### src/rtl/cpu_ctrl_pkg.sv
// rtl/cpu_ctrl_pkg.sv - shared encodings for the multi-cycle CPU control unit
package cpu_ctrl_pkg;

  localparam int TIMEOUT_CYCLES_DEFAULT = 16;

  typedef enum logic [2:0] {
    OP_RTYPE = 3'b000,
    OP_ADDI  = 3'b001,
    OP_LW    = 3'b010,
    OP_SW    = 3'b011,
    OP_BEQ   = 3'b100,
    OP_JMP   = 3'b101,
    OP_RSVD  = 3'b110,
    OP_HALT  = 3'b111
  } opcode_e;

  typedef enum logic [2:0] {
    ST_IDLE   = 3'd0,
    ST_FETCH  = 3'd1,
    ST_DECODE = 3'd2,
    ST_EXEC   = 3'd3,
    ST_MEM    = 3'd4,
    ST_WB     = 3'd5,
    ST_HALT   = 3'd6,
    ST_ERR    = 3'd7
  } state_e;

  typedef enum logic [1:0] {
    PC_INC    = 2'b00,
    PC_BRANCH = 2'b01,
    PC_JUMP   = 2'b10
  } pc_sel_e;

  typedef enum logic [1:0] {
    ALU_ADD = 2'b00,
    ALU_SUB = 2'b01,
    ALU_AND = 2'b10,
    ALU_OR  = 2'b11
  } alu_op_e;

  localparam logic WB_ALU = 1'b0;
  localparam logic WB_MEM = 1'b1;
  localparam logic DST_RD = 1'b0;
  localparam logic DST_RB = 1'b1;

  // ALU setup {alu_op, alu_src} for an opcode; WB reuses it so operands stay stable.
  function automatic logic [2:0] exec_alu(input opcode_e opc, input logic [1:0] alufn);
    logic [2:0] r;
    r = {ALU_ADD, 1'b0};
    case (opc)
      OP_RTYPE: r = {alufn, 1'b0};
      OP_ADDI,
      OP_LW,
      OP_SW:    r = {ALU_ADD, 1'b1};
      OP_BEQ:   r = {ALU_SUB, 1'b0};
      default:  r = {ALU_ADD, 1'b0};
    endcase
    return r;
  endfunction

endpackage

### src/rtl/mem_wait_timer.sv
// rtl/mem_wait_timer.sv - saturating memory wait counter with timeout pulse
module mem_wait_timer #(
  parameter int TIMEOUT_CYCLES = 16
) (
  input  logic clk,
  input  logic rst_n,
  input  logic wait_i,
  input  logic clear_i,
  output logic timeout_o
);

  localparam logic [7:0] LAST = 8'(TIMEOUT_CYCLES - 1);

  logic [7:0] cnt_q;
  logic [7:0] cnt_d;

  // Count stalled cycles; any handshake or state change restarts the count.
  always_comb begin
    cnt_d = cnt_q;
    if (clear_i || !wait_i) begin
      cnt_d = 8'd0;
    end else if (cnt_q != LAST) begin
      cnt_d = cnt_q + 8'd1;
    end
  end

  // Counter register.
  always_ff @(posedge clk or negedge rst_n) begin
    if (!rst_n) begin
      cnt_q <= 8'd0;
    end else begin
      cnt_q <= cnt_d;
    end
  end

  assign timeout_o = wait_i && (cnt_q == LAST);

endmodule

### src/rtl/control_fsm.sv
// rtl/control_fsm.sv - multi-cycle control sequencer for the 16-bit CPU
module control_fsm
  import cpu_ctrl_pkg::*;
#(
  parameter int TIMEOUT_CYCLES = TIMEOUT_CYCLES_DEFAULT
) (
  input  logic       clk,
  input  logic       rst_n,
  input  logic [4:0] opfn,
  input  logic       zero,
  input  logic       mem_ready,
  output logic       ir_we,
  output logic       pc_we,
  output logic [1:0] pc_sel,
  output logic       mem_re,
  output logic       mem_we,
  output logic       addr_sel,
  output logic [1:0] alu_op,
  output logic       alu_src,
  output logic       reg_we,
  output logic       wb_sel,
  output logic       dst_sel,
  output logic       halted,
  output logic       err,
  output logic [2:0] state
);

  state_e     state_q;
  state_e     state_d;
  opcode_e    opc;
  logic [1:0] alufn;
  logic       mem_wait;
  logic       timeout;

  assign opc   = opcode_e'(opfn[4:2]);
  assign alufn = opfn[1:0];
  assign state = state_q;

  // Memory-facing states stall while the handshake is outstanding.
  assign mem_wait = ((state_q == ST_FETCH) || (state_q == ST_MEM)) && !mem_ready;

  mem_wait_timer #(
    .TIMEOUT_CYCLES(TIMEOUT_CYCLES)
  ) u_timer (
    .clk      (clk),
    .rst_n    (rst_n),
    .wait_i   (mem_wait),
    .clear_i  (state_d != state_q),
    .timeout_o(timeout)
  );

  // State register; reset returns to IDLE and drops every strobe at once.
  always_ff @(posedge clk or negedge rst_n) begin
    if (!rst_n) begin
      state_q <= ST_IDLE;
    end else begin
      state_q <= state_d;
    end
  end

  // Next-state and output decode.
  always_comb begin
    state_d  = state_q;
    ir_we    = 1'b0;
    pc_we    = 1'b0;
    pc_sel   = PC_INC;
    mem_re   = 1'b0;
    mem_we   = 1'b0;
    addr_sel = 1'b0;
    alu_op   = ALU_ADD;
    alu_src  = 1'b0;
    reg_we   = 1'b0;
    wb_sel   = WB_ALU;
    dst_sel  = DST_RD;
    halted   = 1'b0;
    err      = 1'b0;

    case (state_q)
      ST_IDLE: state_d = ST_FETCH;

      ST_FETCH: begin
        mem_re = 1'b1;
        if (mem_ready) begin
          ir_we   = 1'b1;
          pc_we   = 1'b1;
          pc_sel  = PC_INC;
          state_d = ST_DECODE;
        end else if (timeout) begin
          state_d = ST_ERR;
        end
      end

      ST_DECODE: begin
        case (opc)
          OP_JMP: begin
            pc_we   = 1'b1;
            pc_sel  = PC_JUMP;
            state_d = ST_FETCH;
          end
          OP_HALT: state_d = ST_HALT;
          OP_RSVD: state_d = ST_FETCH;
          default: state_d = ST_EXEC;
        endcase
      end

      ST_EXEC: begin
        {alu_op, alu_src} = exec_alu(opc, alufn);
        case (opc)
          OP_RTYPE,
          OP_ADDI: state_d = ST_WB;
          OP_LW,
          OP_SW:   state_d = ST_MEM;
          OP_BEQ: begin
            pc_sel  = PC_BRANCH;
            pc_we   = zero;
            state_d = ST_FETCH;
          end
          default: state_d = ST_FETCH;
        endcase
      end

      ST_MEM: begin
        addr_sel = 1'b1;
        mem_re   = (opc == OP_LW);
        mem_we   = (opc == OP_SW);
        if (mem_ready) begin
          state_d = (opc == OP_LW) ? ST_WB : ST_FETCH;
        end else if (timeout) begin
          state_d = ST_ERR;
        end
      end

      ST_WB: begin
        {alu_op, alu_src} = exec_alu(opc, alufn);
        reg_we  = 1'b1;
        wb_sel  = (opc == OP_LW) ? WB_MEM : WB_ALU;
        dst_sel = (opc == OP_RTYPE) ? DST_RD : DST_RB;
        state_d = ST_FETCH;
      end

      ST_HALT: halted = 1'b1;

      ST_ERR: err = 1'b1;

      default: state_d = ST_IDLE;
    endcase
  end

endmodule

### config.mk
export PLATFORM = sky130hd
export DESIGN_NAME = control_fsm
export DESIGN_NICKNAME = d
export VERILOG_FILES = /design/src/rtl/cpu_ctrl_pkg.sv /design/src/rtl/mem_wait_timer.sv /design/src/rtl/control_fsm.sv
export SDC_FILE = /design/constraint.sdc
export NUM_CORES = 1
export LEC_CHECK = 0
export ABC_AREA = 1
export BUFFER_PORTS_ARGS = -buffer_cell sky130_fd_sc_hd__buf_2
export CAP_MARGIN = 25
export CORE_MARGIN = 2
export CORE_UTILIZATION = 52
export CTS_CLUSTER_SIZE = 12
export DETAILED_ROUTE_END_ITERATION = 8
export PLACE_DENSITY = 0.82
export SLEW_MARGIN = 10
export SYNTH_ARGS = -nofsm -noshare
export SYNTH_HDL_FRONTEND = slang
export SYNTH_SLANG_ARGS = --single-unit
### constraint.sdc
create_clock -name clk -period 3.3 [get_ports clk]
set_input_delay 0.33 -clock clk [delete_from_list [all_inputs] [get_ports clk]]
set_output_delay 0.33 -clock clk [all_outputs]
set_load 0.02 [all_outputs]
==> impl_results.md, run 1 <==
* Worst setup SP type: register
* Critical path cell sequence: inv_2 > nand3_1 > nor3_1 > a21oi_1 > nand2_1 > buf_2
* Final setup TNS at 0 ns
* Maximum root-to-sink buffer count at 2
* Final period demand of the worst path at around 2.0 ns
* Via count at between 800 and 900
* Share of cells above drive strength 1 at 0.255
* Top Ports at 27
* P per Cell Area at between 200 and 250 nW/µm²
* Worst VDD drop at 0.000233 V
* Pre-Repair DR Iteration Count at 4
* Detailed placement HPWL at roughly 1500 µm
* Total CTS buffers at 3
* Max_cap viols at 0
* Vias in the first global route at 773
* Worst reg2reg path depth at 10
* Fin. Hold Viols at 0
* Hold Path Class: input port to async pin
* Buf+Inv Stages, Crit Path at 2
* Setup-failing EPs final at 0
* Final ANT Viol Nets at 0
* Clock transition at path regs at 0.06 ns
* Core ar. at between 1000 and 1500 µm²
* Number of diodes at 0
* CTS Hold Bufs at 1
* Die Y at 43.5 µm
* Die area at 1890 µm²
* Port bufs at 26
* Cell variety after synth at 19
* Largest area contributor in the netlist: dfrtp_1
* Worst EP arrival at 1.67 ns
* Mapped Area at 811 µm²
* CP top delay family: simple AND/OR/NAND/NOR gates
* Final design utilization at 0.662
* Core Rows at 14
* Critical Path RT at 2.97 ns
* Fmax at 501 MHz
* Ys async rst share at 1.00
* Outcome: completed
* Seq/Total Area, Yosys at 0.340
* Largest cells by area after synthesis: dfrtp_1 34%, nand2_1 12%, nor2_1 12%, nand3_1 7.4%, inv_1 6.5%
* Total leakage power at 0.532 nW
* GP Congestion at 0.954
* Relative slew slack at 0.783
* Post-CTS Repair Setup Buffers at 0
* Critical path fanouts, max at 9
* Dominant synthesized flop cell: dfrtp_1
* Reg2reg start: state[1]
* H-tree depth at 1
* CP max-delay cell: dfrtp_1
* Clk_lat worst skew at 0.26 ns
* Vias per cell at roughly 5.3
* Syn_nets at about 130
* CP Capture Type: primary output
* Clock root buffer: clkbuf_4
* Drt total wl at 1830 µm
* Worst slew pin tran at 0.326 ns
* Mapped Cells at 123
* Post-route DRC at 0
* Largest net degree at the start of global routing at 12
* Die W at roughly 43 µm
* RSZ-0062 raised after global routing: no
* Flop-to-flop setup slack at 1.71 ns
* Syn avg cell area at 6.59 µm²
* Initial Utilization at 0.545
* Clock tree from TritonCTS: done
* Post-DR wirelength/cell at 10.8 µm
* Clock Sink Count at 11
* GRT Total Usage at 0.216
* Clk_skew at around 0.0043 ns
* Period utilisation layout at 0.605
* #FFs+latches synth at 11
* GR Overflow Total at 0
* Detailed Route Iter0 Violations at 20
* WS Path Type: register to primary output
* Max incr delay on CP at 0.47 ns
* Post_cts resized at 0
* Max Slew Vio Count at 0
* Area Overhead vs Synth at 21.6%
* # nets final at approximately 160
* Total stage count of the critical path at 6
* First-pass GRT wire length at 3110 µm
* Top cell type's share of synthesized area at 0.340
* Synth warn at 0
* EDFF count, synth at 0
* FF-to-FF End: u_timer.cnt_q[3]
* Synth top cells by count: 26 x nand2_1, 26 x nor2_1, 14 x inv_1, 12 x nand3_1, 11 x dfrtp_1
* Antenna violations before repair at 0
-- cell usage in the layout (no fill, tap or decap) --
cell type,synthesis,routed
nor2_1,26,26
nor2_4,1,1
nor2_2,1,1
a21oi_1,3,3
nand2_2,3,3
dlygate4sd3_1,0,1
xor2_1,2,2
dfrtp_1,11,11
ha_1,1,1
nand4_1,3,3
clkbuf_4,0,3
nor3_1,6,6
nand3_2,1,1
inv_1,14,14
nand3_4,1,1
clkbuf_1,0,1
nand3_1,12,12
inv_2,3,3
xnor2_1,2,2
nand2_1,26,26
o21ai_0,6,6
buf_2,0,26
-- routing by layer --
layer | global-route usage | vias to the layer above | wire (µm)
met4 | 0.0303 | 0 | 5
met1 | 0.278 | 405 | 787
met5 | 0 | - | 0
li1 | - | 454 | -
met2 | 0.367 | 27 | 920
met3 | 0.0667 | 2 | 115
-- cells by family (layout without fill, tap and decap cells) --
| kind of cell | count (synthesis) | in the layout | share of synthesized area |
|---|---|---|---|
| AOI/OAI and AO/OA | 9 | 9 | 0.0556 |
| xor gates and xnor gates | 4 | 4 | 0.0432 |
| and+or+nand+nor | 80 | 80 | 0.454 |
| DFF | 11 | 11 | 0.340 |
| buffers and inverters | 18 | 48 | 0.0926 |
| adders and majority gates | 1 | 1 | 0.0154 |
-- worst max-delay path by stage --
| stage | start | slack (ns) | to |
|---|---|---|---|
| 2_1_floorplan | state[2] | 1.35 | pc_we |
| 3_3_place_gp | state[2] | 1.62 | pc_we |
| 3_5_place_dp | state[2] | 1.61 | pc_we |
| 4_1_cts | state[2] | 1.30 | pc_we |
| 5_1_grt | state[2] | 1.16 | pc_we |
| 6_report | state[2] | 1.30 | pc_we |
-- metrics by stage --
stage | cell area (µm²) | power, W | hold WS, ns | cells | worst slack, ns
finish | 986 | 0.000239 | 0.457 | 169 | 1.30
floorplan | 811 | 0.000143 | 0.0344 | 123 | 1.35
detailed placement | 950 | 0.000154 | 0.210 | 164 | 1.61
global placement | 950 | 0.000153 | 0.212 | 164 | 1.62
CTS | 986 | 0.000244 | 0.451 | 169 | 1.30
global route | 986 | 0.000252 | 0.473 | 169 | 1.16
-- cell type report --
type	count	area (µm²)
multi-input combinational	94	460
fill	139	503
timing repair buffer	27	140
clock buffer	4	26.3
tap	16	20.0
sequential	11	275
inverter	17	63.8
-- flip-flops by register name, summed over array words and instances (netlist names) --
signal         count
state              3
u_timer.cnt_q      8
-- where the power goes --
| group | switching [W] | internal [W] |
|---|---|---|
| combinational | 0.0000114 | 0.00000602 |
| clock | 0.0000399 | 0.0000467 |
| sequential | 0 | 0.000135 |
(Power assumes the default switching activity.)
==> run 2, diff against run 1 <==
Settings changed: CORE_UTILIZATION 52 to 49, PLACE_DENSITY 0.82 to 0.78.
Clock period 3.3 ns to 1.89 ns, I/O delays scaled along.
==> impl_results.md, run 2 (synthesis results as in run 1) <==
* Outcome: completed (unchanged)
* Number of diodes at 0 (unchanged)
* Finished Cell Area at 991 µm² (was 986 µm²)
* Switch Pwr at 0.0000952 W (was 0.0000513 W)
* Clk_skew at 0.000879 ns (was 0.00428 ns)
* Flop pwr share at 0.556 (was 0.565)
* Worst reg2reg path depth at 9 (was 10)
* Vias in the first global route at 809 (was 773)
* Relative slew slack at 0.789 (was 0.783)
* FF-to-FF End: u_timer.cnt_q[0] (was u_timer.cnt_q[3])
* Critical path cell sequence: inv_2 > nor2_4 > nand2_1 > nand2_1 > inv_1 > nor3_1 > buf_2 (was inv_2 > nand3_1 > nor3_1 > a21oi_1 > nand2_1 > buf_2)
* Die Y at 44.7 µm (was 43.5 µm)
* Share of cells above drive strength 1 at 0.268 (was 0.255)
* WS Path Type: register to primary output (unchanged)
* Worst EP arrival at 1.57 ns (was 1.67 ns)
* Hold WS at 0.316 ns (was 0.457 ns)
* Worst VDD drop at 0.000368 V (was 0.000233 V)
* Placed insts at 164 (unchanged)
* Worst slew pin tran at 0.316 ns (was 0.326 ns)
* Setup-failing EPs final at 0 (unchanged)
* Total CTS buffers at 3 (unchanged)
* Final ANT Viol Nets at 0 (unchanged)
* Post-DR wirelength/cell at 11.4 µm (was 10.8 µm)
* Worst setup SP type: register (unchanged)
* Clock Sink Count at 11 (unchanged)
* Largest register FFs at 8 (unchanged)
* RSZ-0062 raised after global routing: no (unchanged)
* First-pass GRT wire length at 3240 µm (was 3110 µm)
* Max Slew Vio Count at 0 (unchanged)
* GR Overflow Total at 0 (unchanged)
* Port bufs at 26 (unchanged)
* Hold Path Class: input port to async pin (unchanged)
* CP Capture Type: primary output (unchanged)
* Drt total wl at 1930 µm (was 1830 µm)
* # nets final at 164 (unchanged)
* Comb pwr share at 0.071 (was 0.073)
* Clock transition at path regs at 0.07 ns (was 0.06 ns)
* Pre-Repair DR Iteration Count at 4 (unchanged)
* Die W at 44.7 µm (was 43.5 µm)
* Clock share of power at 0.373 (was 0.363)
* Critical path fanouts, max at 7 (was 9)
* Register with the most flip-flops: u_timer.cnt_q (unchanged)
* Dpl cell area at 950 µm² (unchanged)
* Detailed Route Iter0 Violations at 19 (was 20)
* Die area at 2000 µm² (was 1890 µm²)
* Fmax at around 570 MHz
* Total chip power at 0.000423 W (was 0.000239 W)
* Critical Path RT at 1.70 ns (was 2.97 ns)
* Clock tree from TritonCTS: done (unchanged)
* Detailed placement HPWL at 1580 µm (was 1490 µm)
* Reg2reg start: u_timer.cnt_q[0] (was state[1])
* Sw frac at 0.225 (was 0.215)
* Vias per cell at 5.36 (was 5.25)
* Core ar. at 1520 µm² (was 1490 µm²)
* Final setup TNS at 0 ns (unchanged)
* Largest net degree at the start of global routing at 12 (unchanged)
* Area Overhead vs Synth at 22.2% (was 21.6%)
* Max incr delay on CP at 0.45 ns (was 0.47 ns)
* Flop-to-flop setup slack at 0.27 ns (was 1.71 ns)
* GRT Total Usage at 0.225 (was 0.216)
* Max_cap viols at 0 (unchanged)
* Antenna violations before repair at 0 (unchanged)
* Final period demand of the worst path at 1.76 ns
* Clock root buffer: clkbuf_4 (unchanged)
* CP max-delay cell: dfrtp_1 (unchanged)
* Non-Filler Instances at 169 (unchanged)
* Top Ports at 27 (unchanged)
* Initial Utilization at 0.532 (was 0.545)
* Post-route DRC at 0 (unchanged)
* Total leakage power at 0.530 nW (was 0.532 nW)
* Core Rows at 14 (unchanged)
* H-tree depth at 1 (unchanged)
* P per Cell Area at 427 nW/µm² (was 242 nW/µm²)
* Int Power at 0.000328 W (was 0.000188 W)
* Via count at 905 (was 888)
* Most frequent cells in the layout: 26 x nor2_1, 26 x nand2_1, 26 x buf_2 (unchanged)
* Fin. Hold Viols at 0 (unchanged)
* Clk_lat worst skew at 0.27 ns (was 0.26 ns)
* Maximum root-to-sink buffer count at 2 (unchanged)
* Most common cell on crit path: nand2_1
* GP Congestion at 0.962 (was 0.954)
* Period utilisation layout at 0.933
==> run 2: worst max-delay path by stage <==
stage              from          endpoint  slack [ns]  cells after the start
2_1_floorplan  state[2]             pc_we        0.08                      5
3_3_place_gp   state[1]  u_timer.cnt_q[4]        0.29                     10
3_5_place_dp   state[1]  u_timer.cnt_q[0]        0.30                     10
4_1_cts        state[2]             pc_we        0.09                      6
5_1_grt        state[0]           alu_src       0.008                      7
6_report       state[0]           alu_src        0.13                      7
==> run 2: metal layers <==
metal	vias up	GRT usage	part of all wire
li1	455	-	-
met1	400	0.256	0.41
met2	39	0.403	0.50
met3	11	0.0122	0.056
met4	0	0.145	0.032
met5	-	0	0
==> run 2: timing repair <==
item / 4_1_cts / 5_1_grt
hold buffers: 1 / 0
setup endpoints to repair: 0 / 2
endpoints found under the hold margin: 11 / 0
gates resized for setup: 0 / 2
buffers inserted: 0 / 0
==> run 2: layout make-up <==
class	count	area, µm²
Inverter	17	63.8
Clock buffer	4	26.3
Tap cell	16	20.0
Timing Repair Buffer	27	140
Sequential cell	11	275
Multi-Input combinational cell	94	465
Fill cell	157	533
==> run 2: worst max-delay path, delay by kind of cell (launching register included) <==
family                 cells  cell delay, ns
buffers and inverters      3            0.37
and+or+nand+nor            4            0.48
DFF                        1            0.45
==> run 2: metrics by stage <==
step | utilization | worst slack [ns]
finish | 0.650 | 0.127
global route | 0.650 | 0.00805
CTS | 0.647 | 0.0877
detailed placement | 0.623 | 0.303
global placement | 0.623 | 0.295
floorplan | - | 0.0804
==> run 2: power by group through the flow <==
stage          Sequential, W  Combinational (W)  Clock [W]
4_1_cts             0.000235          0.0000300   0.000163
3_5_place_dp        0.000240          0.0000284          0
2_1_floorplan       0.000240         0.00000975          0
5_1_grt             0.000235          0.0000356   0.000171
6_report            0.000235          0.0000300   0.000158
3_3_place_gp        0.000240          0.0000278          0
